`config.mk`:
```
export PLATFORM = sky130hd
export DESIGN_NAME = cpu_rv32i_mc_ctrl
export DESIGN_NICKNAME = d
export VERILOG_FILES = /design/src/rtl/cpu_rv32i_mc_ctrl.sv
export SDC_FILE = /design/constraint.sdc
export NUM_CORES = 1
export LEC_CHECK = 0
export CORE_MARGIN = 5
export CORE_UTILIZATION = 37
export CTS_BUF_LIST = sky130_fd_sc_hd__clkbuf_4 sky130_fd_sc_hd__clkbuf_8
export DETAILED_ROUTE_END_ITERATION = 6
export HOLD_SLACK_MARGIN = 0.15
export PLACE_DENSITY = 0.77
export SLEW_MARGIN = 10
export SYNTH_ARGS = -nofsm -noshare
export SYNTH_HDL_FRONTEND = slang
export SYNTH_SLANG_ARGS = --single-unit
```
`constraint.sdc`:
```
create_clock -name clk -period 1.51 [get_ports clk]
set_input_delay 0.302 -clock clk [delete_from_list [all_inputs] [get_ports clk]]
set_output_delay 0.302 -clock clk [all_outputs]
set_load 0.005 [all_outputs]
```
`src/rtl/cpu_rv32i_mc_ctrl.sv`:
```
// Multi-cycle RV32I control unit: FETCH/DECODE/EXECUTE/MEM/WB/HALT sequencer driving datapath strobes.
// Optional bus timeout (MEM -> HALT with sticky busErr) is built only when MC_BUS_TIMEOUT_EN is defined.
module cpu_rv32i_mc_ctrl #(
  parameter int IMEM_LATENCY = 0,
  parameter int BUS_TIMEOUT  = 15
) (
  input  logic        clk,
  input  logic        reset,
  input  logic [31:0] instrCode,
  input  logic        busReady,
  output logic        irEn,
  output logic        pcEn,
  output logic        regFileWe,
  output logic        aluSrcMuxSel,
  output logic [3:0]  aluControl,
  output logic [2:0]  RFWDSrcMuxSel,
  output logic        branch,
  output logic        jal,
  output logic        jalr,
  output logic        busReq,
  output logic        busWe,
  output logic        illegalInstr,
  output logic        busErr
);

  localparam logic [6:0] OP_R     = 7'b0110011;
  localparam logic [6:0] OP_I     = 7'b0010011;
  localparam logic [6:0] OP_LUI   = 7'b0110111;
  localparam logic [6:0] OP_AUIPC = 7'b0010111;
  localparam logic [6:0] OP_JAL   = 7'b1101111;
  localparam logic [6:0] OP_JALR  = 7'b1100111;
  localparam logic [6:0] OP_B     = 7'b1100011;
  localparam logic [6:0] OP_L     = 7'b0000011;
  localparam logic [6:0] OP_S     = 7'b0100011;

  localparam logic [2:0] FETCH_LAST = 3'(IMEM_LATENCY);

  typedef enum logic [2:0] {
    FETCH,
    DECODE,
    EXECUTE,
    MEM,
    WB,
    HALT
  } stateT;

  stateT       state;
  stateT       nextState;
  logic [31:0] instrReg;
  logic [2:0]  fetchCnt;
  logic        fetchDone;
  logic        memTimeout;

  logic [6:0]  opcode;
  logic [2:0]  funct3;
  logic        funct7b5;
  logic        isR;
  logic        isI;
  logic        isLui;
  logic        isAuipc;
  logic        isJal;
  logic        isJalr;
  logic        isB;
  logic        isL;
  logic        isS;
  logic        isIllegal;
  logic        writesRd;
  logic        unusedIrBits;

  assign opcode       = instrReg[6:0];
  assign funct3       = instrReg[14:12];
  assign funct7b5     = instrReg[30];
  assign unusedIrBits = ^{instrReg[31], instrReg[29:15], instrReg[11:7]};

  assign fetchDone = (fetchCnt == FETCH_LAST);
  assign writesRd  = isR | isI | isLui | isAuipc | isJal | isJalr;

  always_ff @(posedge clk or posedge reset) begin
    if (reset) begin
      state <= FETCH;
    end else begin
      state <= nextState;
    end
  end

  always_ff @(posedge clk or posedge reset) begin
    if (reset) begin
      instrReg <= '0;
    end else if (irEn) begin
      instrReg <= instrCode;
    end
  end

  // The wait counter only runs while sitting in FETCH, so it is zero whenever FETCH is entered.
  always_ff @(posedge clk or posedge reset) begin
    if (reset) begin
      fetchCnt <= '0;
    end else if ((state == FETCH) && !fetchDone) begin
      fetchCnt <= fetchCnt + 3'd1;
    end else begin
      fetchCnt <= '0;
    end
  end

`ifdef MC_BUS_TIMEOUT_EN
  localparam logic [7:0] TIMEOUT_LAST = 8'(BUS_TIMEOUT - 1);

  logic [7:0] memCnt;

  always_ff @(posedge clk or posedge reset) begin
    if (reset) begin
      memCnt <= '0;
    end else if ((state == MEM) && !busReady) begin
      memCnt <= memCnt + 8'd1;
    end else begin
      memCnt <= '0;
    end
  end

  assign memTimeout = (state == MEM) && !busReady && (memCnt == TIMEOUT_LAST);

  always_ff @(posedge clk or posedge reset) begin
    if (reset) begin
      busErr <= 1'b0;
    end else if (memTimeout) begin
      busErr <= 1'b1;
    end
  end
`else
  logic unusedTimeoutCfg;

  assign unusedTimeoutCfg = (BUS_TIMEOUT > 0);
  assign memTimeout       = 1'b0;
  assign busErr           = 1'b0;
`endif

  always_comb begin
    isR       = 1'b0;
    isI       = 1'b0;
    isLui     = 1'b0;
    isAuipc   = 1'b0;
    isJal     = 1'b0;
    isJalr    = 1'b0;
    isB       = 1'b0;
    isL       = 1'b0;
    isS       = 1'b0;
    isIllegal = 1'b0;
    case (opcode)
      OP_R:     isR       = 1'b1;
      OP_I:     isI       = 1'b1;
      OP_LUI:   isLui     = 1'b1;
      OP_AUIPC: isAuipc   = 1'b1;
      OP_JAL:   isJal     = 1'b1;
      OP_JALR:  isJalr    = 1'b1;
      OP_B:     isB       = 1'b1;
      OP_L:     isL       = 1'b1;
      OP_S:     isS       = 1'b1;
      default:  isIllegal = 1'b1;
    endcase
  end

  // Datapath selects depend only on the latched instruction; the FSM gates the enables.
  always_comb begin
    aluControl    = 4'b0000;
    aluSrcMuxSel  = 1'b0;
    RFWDSrcMuxSel = 3'd0;
    if (isR) begin
      aluControl = {funct7b5, funct3};
    end else if (isI) begin
      aluControl = {(funct3 == 3'b101) ? funct7b5 : 1'b0, funct3};
    end else if (isB) begin
      aluControl = {1'b0, funct3};
    end
    if (isI || isL || isS || isJalr) begin
      aluSrcMuxSel = 1'b1;
    end
    if (isL) begin
      RFWDSrcMuxSel = 3'd1;
    end else if (isLui) begin
      RFWDSrcMuxSel = 3'd2;
    end else if (isAuipc) begin
      RFWDSrcMuxSel = 3'd3;
    end else if (isJal || isJalr) begin
      RFWDSrcMuxSel = 3'd4;
    end
  end

  always_comb begin
    nextState = state;
    case (state)
      FETCH: begin
        if (fetchDone) begin
          nextState = DECODE;
        end
      end
      DECODE: begin
        nextState = EXECUTE;
      end
      EXECUTE: begin
        nextState = (isL || isS) ? MEM : FETCH;
      end
      MEM: begin
        if (busReady) begin
          nextState = isS ? FETCH : WB;
        end else if (memTimeout) begin
          nextState = HALT;
        end
      end
      WB: begin
        nextState = FETCH;
      end
      HALT: begin
        nextState = HALT;
      end
      default: begin
        nextState = FETCH;
      end
    endcase
  end

  always_comb begin
    irEn         = 1'b0;
    pcEn         = 1'b0;
    regFileWe    = 1'b0;
    branch       = 1'b0;
    jal          = 1'b0;
    jalr         = 1'b0;
    busReq       = 1'b0;
    busWe        = 1'b0;
    illegalInstr = 1'b0;
    case (state)
      FETCH: begin
        irEn = fetchDone;
      end
      EXECUTE: begin
        regFileWe    = writesRd;
        pcEn         = !(isL || isS);
        branch       = isB;
        jal          = isJal;
        jalr         = isJalr;
        illegalInstr = isIllegal;
      end
      MEM: begin
        busReq = 1'b1;
        busWe  = isS;
        pcEn   = busReady && isS;
      end
      WB: begin
        regFileWe = 1'b1;
        pcEn      = 1'b1;
      end
      default: begin
        irEn = 1'b0;
      end
    endcase
  end

endmodule

```
==> qor.yml, run 1 <==
setup_path:
  reg2reg_slack_ns: 0.01
  critical_path_arrival_ns: 1.63
  cp_cell_sequence: "buf_6 -> nand4b_1 -> buf_4 -> o21ai_1 -> o2bb2ai_1 -> buf_2"
  cp_slowest_cell: "dfrtp_2"
  r2r-end: "instrReg[2]$_DFFE_PP0P_"
  critPathKind: "register to output port"
  worstPathRequired_ns: 1.21
  reg2reg_from: "state[2]$_DFFE_PP0P_"
  cp-endpoint: "regFileWe"
  crit_start: "instrReg[6]$_DFFE_PP0P_"
  crit_fanout: 4
  worstSetupEndpointType: "output port"
  critical-path-max-stage-delay_ns: 0.44
  crit_path_start_kind: "register"
  rr_worst_depth: 6
clock_network:
  hold_buffers: 0
  cts_made_buffers: 3
  insertion_delay_ns: 0.32
  path_clk_slew_ns: 0.11
  cts_sinks: 17
  cts_tree: "built"
  cts_max_level: 1
  clockRootBuffer: "clkbuf_4"
  clockBufferDepth: 2
power:
  power.leakage_uw: 0.000906
  ir_drop_uv: 1660
  power_uw: 3800
  power_density_mw_per_mm2: 1980
layout:
  n_antenna_cell: 0
  layout_common_cells: "buf_4, buf_6, dfrtp_1, clkdlybuf4s50_1, buf_2"
  drive_gt1_share_pct: 61.1
  finish.utilization_pct: 69.6
  nets: 218
  final_area_mm2: 0.00192
  final_cells: 211
  final_common_cell: "buf_4"
  area_delta_synth_final_pct: 78.9
yosys:
  synth_compound_area_share_pct: 6.64
  ys_ff_latch: 17
  synth.cell_area_mm2: 0.00107
  synthAdderAreaFrac_pct: 2.33
  synth-simple-area-share_pct: 28.8
  yosysSeqAreaShare_pct: 39.6
  synth_ff_type: "dfrtp_1"
  synth_xor_area_share_pct: 0.816
  async_reset_ff_share_pct: 100
  avgSynthCellArea_um2: 10.2
  netlist-cell-type-count: 37
  synthCells: 105
  synth.net_count: 142
  ys_warn_count: 0
  synthMuxAreaShare_pct: 15.3
  synth_edf_count: 0
  synth_top_family_by_area: "simple AND/OR/NAND/NOR gates"
sta:
  fin_crit_ns: 1.93
  fin_skew_ns: 0.00323
  hold_viol_final: 0
  fmax_mhz: 517
  final_max_slew_viol_count: 0
  period_share_pct: 128
  rsz0062_at_grt: "true"
  finalSetupViolations: 17
  setup_ws_ns: -0.425
placement:
  dp_hpwl_mm: 2.23
  gp_congestion: 0.830
  placed_area_mm2: 0.00155
  dp_cells: 183
  io_buffer_count: 30
  dp_slack_ns: -0.430
route:
  drt-vias-per-instance: 5.42
  drt_first_pass_iters: 4
  drc: 0
  wl_per_cell_um: 18.3
  ant_nets: 0
  vias: 1144
  wl_mm: 3.87
  drt_iter0_markers: 34
global_routing:
  antenna_found_initial: 0
  grtUsageTotal_pct: 19.7
  grt_max_degree: 18
  grt_pass1_vias: 1285
  grt_overflow: 0
  grt_pass1_wl_mm: 6.20
floorplan:
  pin_count: 53
  rows: 19
  core_mm2: 0.00276
  die-height_um: 63.9
  fp.dieW_um: 63.9
  start_util_pct: 38.9
  die-area_mm2: 0.00408
status:
  status: "finished with violations"
  violations: "setup timing"
flow_run:
  cap_violations: 0
hold_path:
  hp-class: "input port to asynchronous set/reset pin"
critical path, delay by kind of cell (launching register included):
kind	cells	cell delay [ns]
buffers and inverters	3	0.46
and+or+nand+nor	1	0.14
AOI/OAI and AO/OA	2	0.27
DFF	1	0.44
logic make-up after synthesis:
group,Yosys count
fa+ha+maj,2
compound gates,11
flops,17
other cells,1
xor+xnor,1
mux,12
simple gates,49
buf+inv,12
area by class of cell:
| type | instances | area, um2 |
|---|---|---|
| Clock buffer | 3 | 22.5 |
| Clock inverter | 1 | 7.51 |
| Fill cell | 182 | 837 |
| Inverter | 5 | 18.8 |
| Multi-Input combinational cell | 76 | 719 |
| Sequential cell | 17 | 430 |
| Tap cell | 31 | 38.8 |
| Timing Repair Buffer | 78 | 683 |
how the worst min path moves through the flow:
stage | end | startpoint | slack, ns | depth (start not counted)
floorplan | fetchCnt[0]$_DFF_PP0_ | reset | 0.23 | 1
global placement | instrReg[30]$_DFFE_PP0P_ | instrReg[30]$_DFFE_PP0P_ | 0.50 | 1
detailed placement | instrReg[30]$_DFFE_PP0P_ | instrReg[30]$_DFFE_PP0P_ | 0.50 | 1
CTS | instrReg[1]$_DFFE_PP0P_ | reset | 0.29 | 3
global route | instrReg[1]$_DFFE_PP0P_ | reset | 0.28 | 3
finish | instrReg[14]$_DFFE_PP0P_ | reset | 0.28 | 3
cells in the mapped netlist, drive strengths merged (3+ instances only):
master / n / area share (%)
nand2b: 7 / 4.3
nand2: 7 / 2.4
dfrtp: 17 / 40
nand3b: 3 / 2.1
and2: 3 / 1.7
inv: 5 / 1.7
nor2b: 3 / 1.7
and3: 4 / 2.3
nand3: 3 / 1.4
o21ai: 4 / 1.9
nor2: 5 / 1.7
nor3: 4 / 2.9
buf: 5 / 3.7
mux2: 11 / 14
metrics by stage:
stage	TNS (ns)	hold WS (ns)
finish	-5.51	0.280
global route	-6.89	0.284
CTS	-4.76	0.287
detailed placement	-6.09	0.501
global placement	-5.16	0.501
floorplan	0	0.228
repair_timing:
action                                  4_1_cts  5_1_grt
endpoints found under the setup margin       28       28
buffers inserted                             21        6
pin swaps                                    18        8
gates resized for setup                     122       13
routing by layer:
metal | wire length (um) | part of all wire, % | global-route usage (%) | up-vias
met4 | 133 | 3.4 | 13.0 | 0
met1 | 1490 | 38 | 20.4 | 568
li1 | - | - | - | 512
met3 | 205 | 5.3 | 4.38 | 13
met2 | 2040 | 53 | 34.9 | 51
met5 | 0 | 0 | 0 | -
registers in the layout, indices dropped and copies added (netlist names):
register	flops
instrReg	11
state	3
fetchCnt	3
where the power goes:
part	switching (uW)	internal, uW	leakage [uW]
Sequential	216	656	0.000204
Clock	173	102	0.0000139
Combinational	1110	1540	0.000687
(Power assumes the default switching activity.)
==> run 2, diff against run 1 <==
--- a/config.mk
+++ b/config.mk
@@ -6,11 +6,12 @@
 export NUM_CORES = 1
 export LEC_CHECK = 0
 export CORE_MARGIN = 5
-export CORE_UTILIZATION = 37
+export CORE_UTILIZATION = 30
 export CTS_BUF_LIST = sky130_fd_sc_hd__clkbuf_4 sky130_fd_sc_hd__clkbuf_8
 export DETAILED_ROUTE_END_ITERATION = 6
+export GPL_TIMING_DRIVEN = 1
 export HOLD_SLACK_MARGIN = 0.15
-export PLACE_DENSITY = 0.77
+export PLACE_DENSITY = 0.65
 export SLEW_MARGIN = 10
 export SYNTH_ARGS = -nofsm -noshare
 export SYNTH_HDL_FRONTEND = slang
==> run 2 against run 1 <==
Net effect:
- the flow still finishes with violations (setup timing)
- clock-buffer cell count increased by 1
- sequential share of layout area decreased by 1.8 points
- non-clock buffer count increased by 13
- final area increased by 8.5%
==> qor.yml, run 2 (synthesis results as in run 1) <==
sta:
  setup_ws_ns: -0.376  # +0.0486 ns
  final_max_slew_viol_count: 0  # unchanged
  rsz0062_at_grt: "true"
  fin_crit_ns: 1.89  # -0.0486 ns
  fmax_mhz: 530  # +2.6%
  finalSetupViolations: 28  # +11
  fin_skew_ns: 0.00124  # -0.00198 ns
  period_share_pct: 125  # -3.2 points
  hold_viol_final: 0  # unchanged
setup_path:
  rr_worst_depth: 7  # +1
  reg2reg_slack_ns: -0.17  # -0.18 ns
  crit_fanout: 4  # unchanged
  critPathKind: "register to output port"
  worstSetupEndpointType: "output port"
  worstPathRequired_ns: 1.21  # about the same
  reg2reg_from: "state[2]$_DFFE_PP0P_"
  crit_path_start_kind: "register"
  critical_path_arrival_ns: 1.58  # -0.05 ns
  r2r-end: "instrReg[4]$_DFFE_PP0P_"
global_routing:
  grt_pass1_wl_mm: 5.62  # -9.4%
  grt_max_degree: 18  # unchanged
  antenna_found_initial: 0  # unchanged
  grt_pass1_vias: 1162  # -9.6%
  grt_overflow: 0  # unchanged
  grtUsageTotal_pct: 14.2  # -5.5 points
route:
  drc: 0  # unchanged
  drt_first_pass_iters: 4  # unchanged
  wl_mm: 3.85  # -0.54%
  drt-vias-per-instance: 4.78  # -12%
  drt_iter0_markers: 86  # +150%
  ant_nets: 0  # unchanged
  wl_per_cell_um: 16.1  # -12%
  vias: 1143  # -0.087%
clock_network:
  cts_made_buffers: 3  # unchanged
  cts_max_level: 1  # unchanged
  cts_sinks: 17  # unchanged
  insertion_delay_ns: 0.29  # -0.03 ns
  clockBufferDepth: 2  # unchanged
  cts_tree: "built"
  clockRootBuffer: "clkbuf_4"
  path_clk_slew_ns: 0.10  # about the same
  hold_buffers: 0  # unchanged
layout:
  area_delta_synth_final_pct: 94.1
  reg_top3: "instrReg: 11 flops, fetchCnt: 3 flops, state: 3 flops"
  seq_area_um2: 429  # -0.29%
  multi_input_comb_area_um2: 723  # +0.52%
  largest_reg_flops: 11  # unchanged
  drive_gt1_share_pct: 63.2  # +2.1 points
  layout_common_cells: "buf_4, buf_6, dfrtp_1"
  n_antenna_cell: 0  # unchanged
  nets: 231  # +6.0%
  regMostFlops: "instrReg"
  fillCellCount: 253  # +39%
  final_common_cell: "buf_4"
power:
  internal_power_uw: 2640  # +15%
  power_uw: 4190  # +10%
  power_density_mw_per_mm2: 2010  # +1.8%
  power.leakage_uw: 0.00101  # +11%
  p_switching_uw: 1560  # +3.9%
  p_sw_share_pct: 37.1  # -2.3 points
  pwr-share-clk_pct: 6.3  # -0.9 points
  power_frac_seq_pct: 21.2  # -1.8 points
  ir_drop_uv: 892  # -46%
  p_comb_share_pct: 72.5  # +2.7 points
placement:
  dp_slack_ns: -0.412  # +0.0181 ns
  dp_hpwl_mm: 2.19  # -1.7%
  io_buffer_count: 30  # unchanged
  gp_congestion: 0.762  # -8.3%
hold_path:
  hp-class: "input port to asynchronous set/reset pin"
floorplan:
  pin_count: 53  # unchanged
  start_util_pct: 31.7  # -7.3 points
  die-area_mm2: 0.00487  # +20%
  core_mm2: 0.00339  # +23%
  rows: 21  # +2
  die-height_um: 69.8  # +9.3%
  fp.dieW_um: 69.8  # +9.3%
status:
  violations: "setup timing"
  status: "finished with violations"
flow_run:
  cap_violations: 0  # unchanged
-- run 2: timing repair --
item	in CTS	in global routing
gates cloned	1	0
pin swaps	14	11
setup endpoints to repair	25	28
resized for setup	107	30
hold endpoints to repair	0	0
buffers inserted	23	9
-- run 2: worst max-delay path by stage --
stage                                       start            end  depth (start not counted)
after floorplan           instrReg[4]$_DFFE_PP0P_  aluControl[0]                          4
after global placement       state[2]$_DFFE_PP0P_         branch                          5
after detailed placement     state[2]$_DFFE_PP0P_         branch                          5
after CTS                    state[2]$_DFFE_PP0P_          busWe                          5
after global routing      instrReg[4]$_DFFE_PP0P_  aluControl[1]                          5
final                     instrReg[4]$_DFFE_PP0P_  aluControl[2]                          5
-- run 2: power by group through the flow --
stage	registers (uW)	clock network [uW]	logic [uW]
floorplan	780	0	1030
global placement	814	0	1710
detailed placement	824	0	1730
CTS	850	276	2500
global route	919	298	3210
finish	888	265	3040
-- run 2: critical path: stages (launching register included) --
cell and delay [ns]:
dfrtp_2 0.47, buf_6 0.14, nand3b_1 0.17, a211oi_2 0.24
and2_1 0.16, buf_2 0.11
-- run 2: layout make-up --
class,instances,area share (%)
well taps,46,2.76
multi-input cells,76,34.7
clock buffers,4,1.44
repair buffers,91,39.6
inverters,5,0.901
flip-flops and latches,17,20.6
-- run 2: per-layer routing --
metal,vias to the layer above,GRT usage (%),part of all wire [%]
met5,-,0,0
met1,564,15.9,41
met2,27,26.2,54
li1,544,-,-
met4,0,5.32,1.9
met3,8,2.46,3.1
-- run 2: stage by stage --
stage                     setup TNS, ns  hold slack, ns  util, %  instances  instance area [um2]
after global placement            -5.12           0.514     47.0        202                 1590
after floorplan                       0           0.228        -        105                 1070
after detailed placement          -5.60           0.508     47.0        202                 1590
final                             -6.52           0.318     61.5        239                 2080
after global routing              -8.41           0.345     61.5        239                 2080
after CTS                         -4.61           0.317     56.4        230                 1910
